--- src/rtl/sha256_bit_sequencer_if.sv ---
`default_nettype none
// ============================================================================
// Module      : sha256_bit_sequencer_if
// Description : Handshake and bit-timing bundle between the hash FSM, the
//               bit sequencer and the bit-serial datapath units.
// Revision    : 1.0
// ============================================================================
interface sha256_bit_sequencer_if #(
    parameter int W      = 32,
    parameter int ROUNDS = 64
);
    logic                      start;
    logic                      stall;
    logic                      bclk;
    logic [$clog2(W)-1:0]      counter;
    logic [$clog2(ROUNDS)-1:0] round;
    logic                      bit_first;
    logic                      bit_last;
    logic                      sched_sel;
    logic                      draining;
    logic                      busy;
    logic                      done;

    // The sequencer is the timing master; controllers and consumers are slaves.
    modport master (
        input  start, stall,
        output bclk, counter, round, bit_first, bit_last,
               sched_sel, draining, busy, done
    );

    modport slave (
        output start, stall,
        input  bclk, counter, round, bit_first, bit_last,
               sched_sel, draining, busy, done
    );
endinterface
`default_nettype wire

--- src/rtl/sha256_bit_sequencer.sv ---
`default_nettype none
// ============================================================================
// Module      : sha256_bit_sequencer
// Description : Bit strobe, bit index and round sequencer for the bit-serial
//               SHA-256 datapath, with start/busy/done handshake.
// Revision    : 1.0
// ============================================================================
module sha256_bit_sequencer #(
    parameter int W           = 32,
    parameter int ROUNDS      = 64,
    parameter int DIV         = 2,
    parameter int SCHED_START = 16,
    parameter int DRAIN_WORDS = 1
) (
    input  wire logic               clk,
    input  wire logic               rst,
    sha256_bit_sequencer_if.master  bus
);
    localparam int c_CW  = $clog2(W);
    localparam int c_RW  = $clog2(ROUNDS);
    localparam int c_DVW = (DIV > 1) ? $clog2(DIV) : 1;
    localparam int c_DCW = (DRAIN_WORDS > 1) ? $clog2(DRAIN_WORDS) : 1;

    localparam logic [c_CW-1:0]  c_CNT_LAST = c_CW'(W - 1);
    localparam logic [c_CW-1:0]  c_CNT_ONE  = c_CW'(1);
    localparam logic [c_RW-1:0]  c_RND_LAST = c_RW'(ROUNDS - 1);
    localparam logic [c_RW-1:0]  c_RND_ONE  = c_RW'(1);
    localparam logic [c_DVW-1:0] c_DIV_LAST = c_DVW'(DIV - 1);
    localparam logic [c_DVW-1:0] c_DIV_ONE  = c_DVW'(1);
    localparam logic [c_DCW-1:0] c_DRN_LAST = c_DCW'((DRAIN_WORDS > 0) ? DRAIN_WORDS - 1 : 0);
    localparam logic [c_DCW-1:0] c_DRN_ONE  = c_DCW'(1);

    localparam logic [1:0] c_S_IDLE  = 2'd0;
    localparam logic [1:0] c_S_RUN   = 2'd1;
    localparam logic [1:0] c_S_DRAIN = 2'd2;
    localparam logic [1:0] c_S_DONE  = 2'd3;

    typedef enum logic [1:0] {
        ST_IDLE  = c_S_IDLE,
        ST_RUN   = c_S_RUN,
        ST_DRAIN = c_S_DRAIN,
        ST_DONE  = c_S_DONE
    } state_t;

    state_t           r_state,     w_state_nxt;
    logic [c_DVW-1:0] r_div_cnt,   w_div_nxt;
    logic             r_half,      w_half_nxt;
    logic [c_CW-1:0]  r_counter,   w_cnt_nxt;
    logic [c_RW-1:0]  r_round,     w_rnd_nxt;
    logic [c_DCW-1:0] r_drain_cnt, w_drn_nxt;

    logic r_bclk,      w_bclk_nxt;
    logic r_bit_first, w_first_nxt;
    logic r_bit_last,  w_last_nxt;
    logic r_sched_sel, w_sched_nxt;
    logic r_draining,  w_drain_nxt;
    logic r_busy,      w_busy_nxt;
    logic r_done,      w_done_nxt;
    logic w_active;

    always_comb begin
        w_state_nxt = r_state;
        w_div_nxt   = r_div_cnt;
        w_half_nxt  = r_half;
        w_cnt_nxt   = r_counter;
        w_rnd_nxt   = r_round;
        w_drn_nxt   = r_drain_cnt;

        unique case (r_state)
            ST_IDLE: begin
                if (bus.start) begin
                    w_state_nxt = ST_RUN;
                    w_div_nxt   = '0;
                    w_half_nxt  = 1'b0;
                    w_cnt_nxt   = '0;
                    w_rnd_nxt   = '0;
                    w_drn_nxt   = '0;
                end
            end
            ST_RUN, ST_DRAIN: begin
                if (!bus.stall) begin
                    if (r_div_cnt != c_DIV_LAST) begin
                        w_div_nxt = r_div_cnt + c_DIV_ONE;
                    end else begin
                        w_div_nxt = '0;
                        if (!r_half) begin
                            w_half_nxt = 1'b1;
                        end else begin
                            // Bit period ends here; index/round only move on the rising strobe.
                            w_half_nxt = 1'b0;
                            if (r_counter != c_CNT_LAST) begin
                                w_cnt_nxt = r_counter + c_CNT_ONE;
                            end else begin
                                w_cnt_nxt = '0;
                                if (r_state == ST_RUN) begin
                                    if (r_round != c_RND_LAST) begin
                                        w_rnd_nxt = r_round + c_RND_ONE;
                                    end else if (DRAIN_WORDS == 0) begin
                                        w_state_nxt = ST_DONE;
                                        w_rnd_nxt   = '0;
                                    end else begin
                                        w_state_nxt = ST_DRAIN;
                                        w_drn_nxt   = '0;
                                    end
                                end else if (r_drain_cnt == c_DRN_LAST) begin
                                    w_state_nxt = ST_DONE;
                                    w_rnd_nxt   = '0;
                                end else begin
                                    w_drn_nxt = r_drain_cnt + c_DRN_ONE;
                                end
                            end
                        end
                    end
                end
            end
            ST_DONE: begin
                w_state_nxt = ST_IDLE;
            end
            default: begin
                w_state_nxt = ST_IDLE;
            end
        endcase

        // Outputs are decoded from next-state so they leave a register directly.
        w_active    = (w_state_nxt == ST_RUN) || (w_state_nxt == ST_DRAIN);
        w_bclk_nxt  = w_active && !w_half_nxt;
        w_first_nxt = w_active && (w_cnt_nxt == '0);
        w_last_nxt  = w_active && (w_cnt_nxt == c_CNT_LAST);
        w_sched_nxt = (w_state_nxt == ST_RUN) && (int'(w_rnd_nxt) >= SCHED_START);
        w_drain_nxt = (w_state_nxt == ST_DRAIN);
        w_busy_nxt  = w_active;
        w_done_nxt  = (w_state_nxt == ST_DONE);
    end

    always_ff @(posedge clk) begin
        if (rst) begin
            r_state     <= ST_IDLE;
            r_div_cnt   <= '0;
            r_half      <= 1'b0;
            r_counter   <= '0;
            r_round     <= '0;
            r_drain_cnt <= '0;
            r_bclk      <= 1'b0;
            r_bit_first <= 1'b0;
            r_bit_last  <= 1'b0;
            r_sched_sel <= 1'b0;
            r_draining  <= 1'b0;
            r_busy      <= 1'b0;
            r_done      <= 1'b0;
        end else begin
            r_state     <= w_state_nxt;
            r_div_cnt   <= w_div_nxt;
            r_half      <= w_half_nxt;
            r_counter   <= w_cnt_nxt;
            r_round     <= w_rnd_nxt;
            r_drain_cnt <= w_drn_nxt;
            r_bclk      <= w_bclk_nxt;
            r_bit_first <= w_first_nxt;
            r_bit_last  <= w_last_nxt;
            r_sched_sel <= w_sched_nxt;
            r_draining  <= w_drain_nxt;
            r_busy      <= w_busy_nxt;
            r_done      <= w_done_nxt;
        end
    end

    assign bus.bclk      = r_bclk;
    assign bus.counter   = r_counter;
    assign bus.round     = r_round;
    assign bus.bit_first = r_bit_first;
    assign bus.bit_last  = r_bit_last;
    assign bus.sched_sel = r_sched_sel;
    assign bus.draining  = r_draining;
    assign bus.busy      = r_busy;
    assign bus.done      = r_done;
endmodule
`default_nettype wire

--- src/flat_wrapper.sv ---
// flat-port wrapper written by rule: the top's interface ports become plain ports
module sha256_bit_sequencer_flat 
#(
    parameter int W           = 32,
    parameter int ROUNDS      = 64,
    parameter int DIV         = 2,
    parameter int SCHED_START = 16,
    parameter int DRAIN_WORDS = 1
)
  (clk, rst, bus_start, bus_stall, bus_bclk, bus_counter, bus_round, bus_bit_first, bus_bit_last, bus_sched_sel, bus_draining, bus_busy, bus_done);
  sha256_bit_sequencer_if #(.W(W), .ROUNDS(ROUNDS)) bus_i ();
  input  wire logic clk;
  input  wire logic rst;
  input wire logic [$bits(bus_i.start)-1:0] bus_start;
  input wire logic [$bits(bus_i.stall)-1:0] bus_stall;
  output wire logic [$bits(bus_i.bclk)-1:0] bus_bclk;
  output wire logic [$bits(bus_i.counter)-1:0] bus_counter;
  output wire logic [$bits(bus_i.round)-1:0] bus_round;
  output wire logic [$bits(bus_i.bit_first)-1:0] bus_bit_first;
  output wire logic [$bits(bus_i.bit_last)-1:0] bus_bit_last;
  output wire logic [$bits(bus_i.sched_sel)-1:0] bus_sched_sel;
  output wire logic [$bits(bus_i.draining)-1:0] bus_draining;
  output wire logic [$bits(bus_i.busy)-1:0] bus_busy;
  output wire logic [$bits(bus_i.done)-1:0] bus_done;
  assign bus_i.start = bus_start;
  assign bus_i.stall = bus_stall;
  assign bus_bclk = bus_i.bclk;
  assign bus_counter = bus_i.counter;
  assign bus_round = bus_i.round;
  assign bus_bit_first = bus_i.bit_first;
  assign bus_bit_last = bus_i.bit_last;
  assign bus_sched_sel = bus_i.sched_sel;
  assign bus_draining = bus_i.draining;
  assign bus_busy = bus_i.busy;
  assign bus_done = bus_i.done;
  sha256_bit_sequencer #(.W(W), .ROUNDS(ROUNDS), .DIV(DIV), .SCHED_START(SCHED_START), .DRAIN_WORDS(DRAIN_WORDS)) u_core (.clk(clk), .rst(rst), .bus(bus_i));
endmodule
--- config.mk ---
export PLATFORM = sky130hd
export DESIGN_NAME = sha256_bit_sequencer_flat
export DESIGN_NICKNAME = d
export VERILOG_FILES = /design/src/rtl/sha256_bit_sequencer_if.sv /design/src/rtl/sha256_bit_sequencer.sv /design/src/flat_wrapper.sv
export SDC_FILE = /design/constraint.sdc
export NUM_CORES = 1
export LEC_CHECK = 0
export ABC_AREA = 1
export BUFFER_PORTS_ARGS = -buffer_cell sky130_fd_sc_hd__buf_2
export CAP_MARGIN = 30
export CORE_ASPECT_RATIO = 1.4
export CORE_MARGIN = 8
export CORE_UTILIZATION = 55
export DETAILED_ROUTE_END_ITERATION = 12
export PLACE_DENSITY = 0.78
export SYNTH_ARGS = -nofsm -noshare
export SYNTH_HDL_FRONTEND = slang
export SYNTH_SLANG_ARGS = --single-unit
--- constraint.sdc ---
create_clock -name clk -period 5.25 [get_ports clk]
set_input_delay 1.05 -clock clk [delete_from_list [all_inputs] [get_ports clk]]
set_output_delay 1.05 -clock clk [all_outputs]
set_load 0.03 [all_outputs]
======== After elaboration in Yosys (flattened, before gate mapping) ========
Index checks and enable logic that the tools add are counted.
Widths: inputs -> output; s select.
cells by class
  eq/ne operators ......................... 15
  mux-type cells .......................... 41
  order comparisons ....................... 1
  reduce and logical (&&, ||, !) cells .... 12
  $add $sub $neg .......................... 4
operators by type and width
  operator             count
  $mux 6               8
  $mux 5               5
  $mux 2               8
  $mux 1               14
  $pmux 6 s2           1
  $pmux 5 s2           1
  $eq 2x2->1 const B   4
  $reduce_and 7->1     1
  $add 6x1->6 const B  1
  $ge 6x5->1 const B   1
  $ne 2x2->1 const B   3
  $ne 6x6->1 const B   1
  $pmux 1 s2           3
  $pmux 2 s3           1
  $add 5x1->5 const B  1
  $eq 5x5->1 const B   1
  $logic_not 5->1      1
  $ne 5x5->1 const B   1
  $eq 2x1->1 const B   2
  $logic_and 1x1->1    4
  $ne 2x1->1 const B   2
  $ne 3x3->1 const B   1
  $reduce_and 3->1     1
  $add 1x1->1 const B  2
  5 further kinds      5
storage, ports and cells
  input bits .............................. 4
  word-level logic and storage cells ...... 86
  bits in registers ....................... 23

======== Logic depth before layout (Yosys ltp) ========
Gate-level depths: netlist (run 1).
  word-level depth ........................ 11
  depth in mapped cells ................... 15

======== Least setup slack after synthesis (run 1) ========
Ideal clock, no wire load.
  path kind ............................... input port to flip-flop
  from .................................... input bus_stall
  to ...................................... register u_core.r_bit_first (netlist: u_core.bus.bit_first)
  cell stages on the path ................. 11
  setup slack ............................. 2.725 ns
  library setup time ...................... 0.064 ns
  arrival time ............................ 2.461 ns
  data required time ...................... 5.186 ns
  buffers on the path ..................... 0
  path through ............................ nor2_4 > nand2_1 > nor2_2 > o21ai_1 > a21oi_2 > inv_1 > ha_1 > nor2_1 > nand3_1 > or2_1 > nor2_1
between the ends
  word-level cells in the longest chain between the ends .. 5
  elaborated cells between the ends (all ways) .. 9
ends and longest elaborated chain
  what                                      line                         text
  from (decl)                               flat_wrapper.sv:15           input wire logic [$bits(bus_i.stall)-1:0] bus_stall;
  $mux 2 *                                  sha256_bit_sequencer.sv:81   if (!bus.stall) begin
  $pmux 2 s3 *                              sha256_bit_sequencer.sv:69   unique case (r_state)
  via u_core.w_state_nxt[0]                 sha256_bit_sequencer.sv:45   state_t r_state, w_state_nxt;
  $eq 2x1->1 or $eq 2x2->1 (tied branches)  sha256_bit_sequencer.sv:125  w_active = (w_state_nxt == ST_RUN) || (w_state_nxt == ST_DRAIN);
  $logic_or 1x1->1 *                        sha256_bit_sequencer.sv:125
  $logic_and 1x1->1 *                       sha256_bit_sequencer.sv:127  w_first_nxt = w_active && (w_cnt_nxt == '0);
  to (signal assigned)                      sha256_bit_sequencer.sv:158  r_bit_first <= w_first_nxt;
  to (decl)                                 sha256_bit_sequencer.sv:53   logic r_bit_first, w_first_nxt;
The timed path passes the listed nets; every way through them passes the cells marked *.
A chain may end at the register's enable or synchronous reset.

======== Worst setup path after layout (run 1) ========
Same ends and word-level chain as after synthesis.

==> run metrics, run 1 <==
CP max FO 7; htree depth 1; row count 21; cts bufs inserted 3; Final HPWL DP 2.39 mm; Buf/Inv on CP 2; CP endpoint kind flip-flop; Final #Nets 235; antenna viol nets, final 0; CP max stage cell ha_1; Leakage 0.000725 µW; CTS tree done; Filler cells 214; Distinct cells, synth 23; worst stage delay on the critical path 0.31 ns; clock slew at reported path FFs 0.11 ns; n_diodes 0; Synth warnings 0; Clock Sink Count 22; first-pass GRT wire length 5.32 mm; fmax 390 MHz; core footprint 2310 µm²; syn_nets 211; final wirelength 3.11 mm; clk_skew 0.000725 ns; Final Cycle Share 48.8%; DR iter-0 viols 37; syn_area_per_cell 6.55 µm²; share of the synthesized area in the top cell type 33.9%; die footprint 4190 µm²; leading area contributor after synthesis dfxtp_1; min Tclk post-route 2.56 ns; CP top delay family simple AND/OR/NAND/NOR gates; vias per cell 5.30; ys flop type dfxtp_1; final hold violations 0; crit-path cells buf_2 -> nor2_4 -> nand2_1 -> nor2_2 -> o21ai_1 -> a21oi_2 -> inv_1 -> ha_1 -> nor2_1 -> nand3_1 -> or2_1 -> nor2_1; top post-synthesis cells by area dfxtp_1, nand2_1, ha_1, inv_1, nor2_1; worst slew pin tran 0.342 ns; Power Density 200 nW/µm²; CP Class primary input to flip-flop; RSZ-0062 raised after global routing no; Die W 57.1 µm; root buf cell clkbuf_4; synthesis-to-layout area growth 11.5%; layout cells sized above 1 16.4%; Worst setup SP type primary input; Final WS setup 2.69 ns; antenna violations before repair 0; Vias 1287; sequential area share after synthesis 33.9%; cts hold-fix bufs 0; Arr. time, crit path 2.82 ns; max-slew violations 0; total grt overflow 0; status finished clean; largest net degree at the start of global routing 18; GPL Wtd Cong 0.895; Routed WL per cell 12.8 µm; Final setup viols 0; Worst VDD drop 174 µV; I/O Buffers 21; most used cell, CP nor2_1; number of flops mapped to enable cells by yosys 0; first-pass iteration count of the detailed router 4; cell area after synthesis 1300 µm²; synthesized flop and latch total 22; pre-CTS setup slack 2.36 ns; Initial Util 56.1%; Slew Limit Headroom 77.0%; Hold Path Class flip-flop to flip-flop; # Post-CTS Setup Buffers 0; I/O pin count 22; Async S/R FF share, synth 0%; Cells after Synth 198; vias in the first global route 1258; Crit path required time 5.51 ns; Die Ht 73.5 µm; Worst-Skew Late Latency 0.31 ns; final setup TNS 0 ns; Max clock buf depth 2; DRC violations left 0; MaxCap Viol Count 0; cts repair resizes 0; Tot GR Track Use 15.2%
-- synthesized netlist by cell type (2+ instances only) --
library cell / n
nand4_1: 2
clkbuf_1: 2
nor2_1: 29
a21oi_1: 13
dfxtp_1: 22
ha_1: 9
nand3_1: 11
inv_1: 29
nor2_2: 4
o21ai_0: 3
a21oi_2: 2
nand3_2: 2
and2_1: 2
nand2_1: 58
o21ai_2: 2
-- per-layer routing --
metal	up-vias	GRT usage (%)	wire length [µm]
met5	-	0	0
met4	0	6.81	42
met3	5	3.97	226
met2	42	27.6	1590
met1	576	15.9	1250
li1	664	-	-
-- stage by stage --
stage	hold WS (ns)	cell area, µm²	total power [µW]	utilization (%)	cells
4_1_cts	0.529	1450	291	62.6	243
3_5_place_dp	0.511	1420	216	61.6	240
3_3_place_gp	0.504	1420	215	61.6	240
5_1_grt	0.566	1450	300	62.6	243
6_report	0.529	1450	289	62.6	243
2_1_floorplan	0.518	1300	205	-	198
-- final timing paths --
kind	startpoint	to	slack (ns)	cells past startpoint
min reg2reg	flip-flop	flip-flop	0.53	2
max	bus_stall	u_core.bus.bit_first$_SDFF_PP0_	2.69	12
max reg2reg	u_core.bus.counter[1]$_SDFF_PP0_	u_core.bus.bit_first$_SDFF_PP0_	2.72	14
min	flip-flop	flip-flop	0.53	2
-- logic make-up (layout without fill, tap and decap cells) --
group,after synthesis,after routing,synth area share [%]
flops,22,22,33.9
simple gates,112,112,37.2
compound gates,24,24,11.2
fa+ha+maj,9,9,8.68
buf+inv,31,53,8.97
-- worst register-to-register path: cells and delay by family, from the launching register on --
family	cells	cell delay [ns]
and+or+nand+nor	8	0.98
AOI/OAI and AO/OA	2	0.25
DFF	1	0.42
adders and majority gates	3	0.75
buffers and inverters	1	0.08
-- cell usage in the layout (no fill, tap or decap), drive strengths merged, types with 2 or more instances in the layout --
master	count
buf	21
nand4	2
nand2	59
inv	29
nand3	13
a21oi	15
clkbuf	3
o21ai	6
ha	9
nor2	34
dfxtp	22
and2	2
-- power breakdown --
part           leakage (µW)  switching [µW]  internal, µW
sequential         0.000178            1.79           170
clock             0.0000138            49.3          26.8
combinational      0.000533            28.8          12.2
-- final cells by class --
class	instances	area (µm²)	area share (%)
tap	23	28.8	1.99
timing repair buffer	21	105	7.27
multi-input combinational	145	741	51.2
clock buffer	3	22.5	1.56
inverter	29	109	7.53
sequential	22	440	30.4
No activity file was read; power rests on OpenSTA's default activity.
==> run 2, diff against run 1 <==
--- a/config.mk
+++ b/config.mk
@@ -5,14 +5,14 @@
 export SDC_FILE = /design/constraint.sdc
 export NUM_CORES = 1
 export LEC_CHECK = 0
-export ABC_AREA = 1
+export ABC_AREA = 0
 export BUFFER_PORTS_ARGS = -buffer_cell sky130_fd_sc_hd__buf_2
 export CAP_MARGIN = 30
 export CORE_ASPECT_RATIO = 1.4
 export CORE_MARGIN = 8
-export CORE_UTILIZATION = 55
+export CORE_UTILIZATION = 49
 export DETAILED_ROUTE_END_ITERATION = 12
-export PLACE_DENSITY = 0.78
+export PLACE_DENSITY = 0.74
 export SYNTH_ARGS = -nofsm -noshare
 export SYNTH_HDL_FRONTEND = slang
 export SYNTH_SLANG_ARGS = --single-unit
==> constraint.sdc (replaced) <==
create_clock -name clk -period 2.3 [get_ports clk]
set_input_delay 0.46 -clock clk [delete_from_list [all_inputs] [get_ports clk]]
set_output_delay 0.46 -clock clk [all_outputs]
set_load 0.03 [all_outputs]
==> run 2 against run 1 <==
Combinational power rose to 5.7 times the previous value; worst hold slack better by 0.0021 ns; routed wire length up 9.2%; synthesized cell count down 26%; via count down 2.0%; clock skew up 0.0021 ns; core utilization up 4.1 points; sequential power up 140%; sequential cell count unchanged; non-clock buffer count up 17; critical path type is now flip-flop to flip-flop; largest power group unchanged.
==> run metrics, run 2 <==
clock slew at reported path FFs 0.13 ns (+0.02 ns); fmax 443 MHz; Cell Count, Final, Fillers Out 214 (-12%); Clock Sink Count 22 (unchanged); FF-to-FF setup slack 0.04 ns (-2.68 ns); I/O pin count 22 (unchanged); total grt overflow 0 (unchanged); cell area after synthesis 1250 µm² (-3.9%); most common cell in the netlist dfxtp_1; Setup crit end u_core.bus.bit_last$_SDFF_PP0_; Die W 58.6 µm (+2.8%); syn_nets 160 (-24%); die footprint 4440 µm² (+5.9%); Hold Path Class primary input to flip-flop; cell depth of the worst flop-to-flop path 8 (-6); MaxCap Viol Count 0 (unchanged); synthesis-to-layout area growth 29.2%; Buf/Inv on CP 0 (-2); CP max stage cell or4_1; syn_area_per_cell 8.49 µm² (+29%); first-pass iteration count of the detailed router 4 (unchanged); Final HPWL DP 2.55 mm (+6.5%); Async S/R FF share, synth 0% (unchanged); Synth warnings 0 (unchanged); antenna viol nets, final 0 (unchanged); I/O Buffers 21 (unchanged); WP depth 8 (-4); crit path from u_core.bus.counter[0]$_SDFF_PP0_; number of flops mapped to enable cells by yosys 0 (unchanged); commonest non-fill, non-tap cell in the layout buf_2; first-pass GRT wire length 5.53 mm (+4.0%); min Tclk post-route 2.26 ns; placed cell area 1520 µm² (+6.5%); pre-CTS setup slack 0.00465 ns (-2.35 ns); synthesized flop and latch total 22 (unchanged); worst stage delay on the critical path 0.55 ns (+0.24 ns); Power Density 562 nW/µm² (+180%); layout cells sized above 1 34.4% (+18 points); GPL Wtd Cong 0.867 (-3.1%); core footprint 2420 µm² (+4.5%); Synth top cells by count dfxtp_1, nor2_1, ha_1; most used cell, CP ha_4; DRC violations left 0 (unchanged); antenna violations before repair 0 (unchanged); final wirelength 3.39 mm (+9.2%); CP max FO 5 (-2); worst slew pin tran 0.426 ns (+0.0848 ns); Die Ht 75.7 µm (+3.0%); Vias 1261 (-2.0%); Final #Nets 194 (-17%); RSZ-0062 raised after global routing yes; clk_skew 0.00287 ns (+0.00215 ns); final hold violations 0 (unchanged); htree depth 1 (unchanged); vias in the first global route 1283 (+2.0%); Filler cells 217 (+1.4%); RR Endpoint u_core.bus.bit_last$_SDFF_PP0_; Slew Limit Headroom 71.4% (-5.5 points); Arr. time, crit path 2.50 ns (-0.32 ns); Final WS setup 0.0421 ns (-2.65 ns); Initial Util 51.6% (-4.5 points); cts bufs inserted 3 (unchanged); Crit path required time 2.55 ns (-2.96 ns); vias per cell 5.89 (+11%); Worst setup SP type flip-flop; CP endpoint kind flip-flop; ys flop type dfxtp_1; FF+latch area 450 µm² (+2.3%); area of the multi-input gates 805 µm² (+8.6%); n_diodes 0 (unchanged); CP top delay family simple AND/OR/NAND/NOR gates; leading area contributor after synthesis dfxtp_1; fin util 66.7% (+4.1 points); Fin Hold WS 0.531 ns (+0.00210 ns); CP Class flip-flop to flip-flop; Worst VDD drop 430 µV (+150%); Worst-Skew Late Latency 0.33 ns (+0.02 ns); top post-synthesis cells by area dfxtp_1, ha_1, nor2_1, and3_1, nor2b_1; row count 21 (unchanged); CTS tree done; Routed WL per cell 15.9 µm (+24%); largest net degree at the start of global routing 22 (+4); Leakage 0.000690 µW (-4.9%); status finished clean; root buf cell clkbuf_4; Distinct cells, synth 45 (+96%); Max clock buf depth 2 (unchanged); Final Cycle Share 98.2%; most frequent cells in the layout buf_2, dfxtp_1, buf_4; sequential area share after synthesis 35.3% (+1.4 points); placed cells 207 (-14%); Final Cell Area 1610 µm² (+11%); DR iter-0 viols 46 (+24%); R2R Path Start u_core.bus.counter[0]$_SDFF_PP0_; Cells after Synth 147 (-26%); share of the synthesized area in the top cell type 35.3% (+1.4 points); Tot GR Track Use 15.8% (+0.55 points); Final setup viols 0 (unchanged); max-slew violations 0 (unchanged); crit-path cells ha_4 -> and3_4 -> ha_4 -> o211ai_1 -> a2bb2oi_1 -> o32a_1 -> or4_1 -> nor4_2
[run 2: kinds of logic (layout without fill, tap and decap cells)]
kind of cell / Yosys count / in the layout / synth area share, %
muxes: 2 / 2 / 1.71
buffers and inverters: 17 / 50 / 5.92
AOI/OAI and AO/OA: 38 / 38 / 21.5
and+or+nand+nor: 59 / 59 / 26.6
DFF: 22 / 22 / 35.3
adders and majority gates: 9 / 9 / 9.03
[run 2: stage by stage]
stage,power [µW],TNS [ns]
2_1_floorplan,567,0
3_3_place_gp,626,0
3_5_place_dp,630,0
4_1_cts,890,0
5_1_grt,946,-0.0931
6_report,906,0
[run 2: area by class of cell]
| cell class | count | area share, % |
|---|---|---|
| Clock buffer | 4 | 2.95 |
| Inverter | 8 | 1.86 |
| Multi-Input combinational cell | 108 | 49.9 |
| Sequential cell | 22 | 28.0 |
| Tap cell | 34 | 2.64 |
| Timing Repair Buffer | 38 | 14.7 |
[run 2: how the worst min path moves through the flow]
stage          startpoint                               end  slack, ns  cells past startpoint
2_1_floorplan         rst        u_core.bus.busy$_SDFF_PP0_       0.53                      1
3_3_place_gp    flip-flop                         flip-flop       0.55                      2
3_5_place_dp    flip-flop                         flip-flop       0.55                      2
4_1_cts               rst      u_core.r_state[1]$_SDFF_PP0_       0.54                      2
5_1_grt               rst  u_core.bus.counter[2]$_SDFF_PP0_       0.54                      2
6_report              rst  u_core.bus.counter[2]$_SDFF_PP0_       0.53                      2
[run 2: per-layer routing]
layer	up-vias	track usage (%)	share of wire, %
met5	-	0	0
met4	0	9.07	3.8
met3	14	2.70	4.8
met2	32	31.1	53
met1	608	14.9	38
li1	607	-	-
[run 2: what timing repair did]
item,in CTS,in global routing
hold buffers,0,0
resized for setup,2,5
endpoints found under the setup margin,1,6
pin swaps,0,2
setup buffers,0,3
[run 2: report_power, final]
| part | leakage, µW | switching [µW] | internal, µW | total [µW] |
|---|---|---|---|---|
| Sequential | 0.000181 | 9.97 | 395 | 405 |
| Clock | 0.0000261 | 135 | 133 | 268 |
| Combinational | 0.000482 | 137 | 96.0 | 233 |
| Total | 0.000690 | 282 | 624 | 906 |
==> run 3, diff against run 2 <==
--- a/config.mk
+++ b/config.mk
@@ -11,8 +11,10 @@
 export CORE_ASPECT_RATIO = 1.4
 export CORE_MARGIN = 8
 export CORE_UTILIZATION = 49
+export CTS_CLUSTER_DIAMETER = 60
 export DETAILED_ROUTE_END_ITERATION = 12
 export PLACE_DENSITY = 0.74
+export SETUP_SLACK_MARGIN = 0.15
 export SYNTH_ARGS = -nofsm -noshare
 export SYNTH_HDL_FRONTEND = slang
 export SYNTH_SLANG_ARGS = --single-unit
==> run 3 against run 2 <==
Non-clock buffer count is 5 higher; routed wire length is 8.7% higher; sequential cell count stayed put; core utilization is 3.2 points higher; clock power is 2% lower; worst hold slack better by 0.0048 ns; combinational power is 10% higher; via count is 5.1% higher; clock-buffer cell count stayed put; fmax is 2.4% higher; largest power group unchanged.
==> run metrics, run 3 (synthesized netlist as in run 2, its figures left out) <==
placed cell area 1530 µm² (+0.58%); row count 21 (unchanged); layout cells sized above 1 40.0% (+5.6 points); cts hold-fix bufs 0 (unchanged); first-pass GRT wire length 5.75 mm (+4.0%); n_diodes 0 (unchanged); MaxCap Viol Count 0 (unchanged); RSZ-0062 raised after global routing yes; Worst VDD drop 386 µV (-10%); Tot GR Track Use 16.7% (+0.95 points); CP Class flip-flop to flip-flop; CP max stage cell or4_4; final wirelength 3.69 mm (+8.7%); Final HPWL DP 2.56 mm (+0.42%); Final #Nets 199 (+2.6%); Final Cycle Share 95.8% (-2.3 points); hold path startpoint rst; die footprint 4440 µm² (unchanged); vias in the first global route 1311 (+2.2%); Initial Util 51.6% (unchanged); clk_skew 0.00544 ns (+0.00257 ns); most used cell, CP ha_4; worst slew pin tran 0.587 ns (+0.161 ns); Worst-Skew Late Latency 0.32 ns (about the same); Slew Limit Headroom 60.4% (-11 points); Final Cell Area 1690 µm² (+4.7%); max-slew violations 0 (unchanged); antenna violations before repair 0 (unchanged); Die W 58.6 µm (unchanged); placed cells 208 (+0.48%); DR iter-0 viols 46 (unchanged); GPL Wtd Cong 0.915 (+5.5%); status finished clean; min Tclk post-route 2.20 ns (-0.0539 ns); vias per cell 6.05 (+2.7%); total grt overflow 0 (unchanged); synthesis-to-layout area growth 35.3%; Clock Sink Count 22 (unchanged); crit path from u_core.bus.counter[1]$_SDFF_PP0_; largest net degree at the start of global routing 22 (unchanged); most frequent cells in the layout buf_2, buf_4, nor2_1, dfxtp_1; final hold violations 0 (unchanged); root buf cell clkbuf_4; I/O Buffers 21 (unchanged); DRC violations left 0 (unchanged); htree depth 1 (unchanged); CP endpoint kind flip-flop; CP max FO 4 (-1); R2R Path Start u_core.bus.counter[1]$_SDFF_PP0_; Final setup viols 0 (unchanged); Power Density 548 nW/µm² (-2.4%); Max clock buf depth 2 (unchanged); Cell Count, Final, Fillers Out 219 (+2.3%); Vias 1325 (+5.1%); antenna viol nets, final 0 (unchanged); crit-path cells ha_4 -> and3_4 -> ha_4 -> buf_4 -> a2bb2oi_2 -> o32a_1 -> or4_4 -> nor4_2; fmax 454 MHz (+2.4%); first-pass iteration count of the detailed router 4 (unchanged); Arr. time, crit path 2.45 ns (-0.05 ns); Hold Path Class primary input to flip-flop; cell depth of the worst flop-to-flop path 8 (unchanged); clock slew at reported path FFs 0.13 ns (about the same); Hold Path Cell Cnt 2 (unchanged); core footprint 2420 µm² (unchanged); worst stage delay on the critical path 0.49 ns (-0.06 ns); Routed WL per cell 16.8 µm (+6.2%); I/O pin count 22 (unchanged); Leakage 0.000716 µW (+3.9%); CTS tree done; Worst setup SP type flip-flop; Die Ht 75.7 µm (unchanged); cts bufs inserted 3 (unchanged); Crit path required time 2.54 ns (about the same)
[run 3: layout make-up]
cell class	instances	area [µm²]
multi-input combinational	108	837
fill	192	729
sequential	22	457
timing repair buffer	43	274
clock buffer	4	47.5
tap	34	42.5
inverter	8	30.0
[run 3: worst paths after layout]
| check | to | slack [ns] |
|---|---|---|
| worst max-delay path | u_core.bus.bit_last$_SDFF_PP0_ | 0.1 |
| worst min-delay path | flip-flop | 0.54 |
| worst max register to register | u_core.bus.bit_last$_SDFF_PP0_ | 0.1 |
| worst min register to register | flip-flop | 0.58 |
[run 3: layer usage]
layer	routed length [µm]	GRT usage, %	vias up
met3	217	3.21	18
met2	1950	31.5	63
met4	135	11.5	0
met1	1380	16.1	628
met5	0	0	-
li1	-	-	616
[run 3: worst max-delay path: cells and delay by family, from the launching register on]
family / cells / cell delay, ns
fa+ha+maj: 2 / 0.31
compound gates: 2 / 0.48
buf+inv: 1 / 0.14
simple gates: 3 / 0.81
flops: 1 / 0.38
[run 3: report_power, final]
part | internal [µW] | switching (µW) | leakage, µW | total, µW
combinational | 108 | 149 | 0.000507 | 257
sequential | 394 | 11.6 | 0.000183 | 406
clock | 133 | 130 | 0.0000261 | 263
total | 635 | 290 | 0.000716 | 926
[run 3: repair_timing]
item                                    4_1_cts  5_1_grt
gates resized for setup                       6       10
setup buffers                                 6        1
pin swaps                                     8        4
endpoints found under the setup margin        2        9
gates cloned                                  0        0
[run 3: stage by stage]
| stage | setup TNS, ns | hold WS [ns] | setup slack (ns) | util, % | power (µW) |
|---|---|---|---|---|---|
| after floorplan | 0 | 0.533 | 0.0240 | - | 566 |
| after global placement | -0.0222 | 0.550 | -0.0222 | 63.1 | 633 |
| after detailed placement | -0.0458 | 0.568 | -0.0458 | 63.1 | 639 |
| after CTS | 0 | 0.533 | 0.0208 | 67.9 | 905 |
| after global routing | 0 | 0.555 | 0.00977 | 69.8 | 971 |
| final | 0 | 0.536 | 0.0960 | 69.8 | 926 |
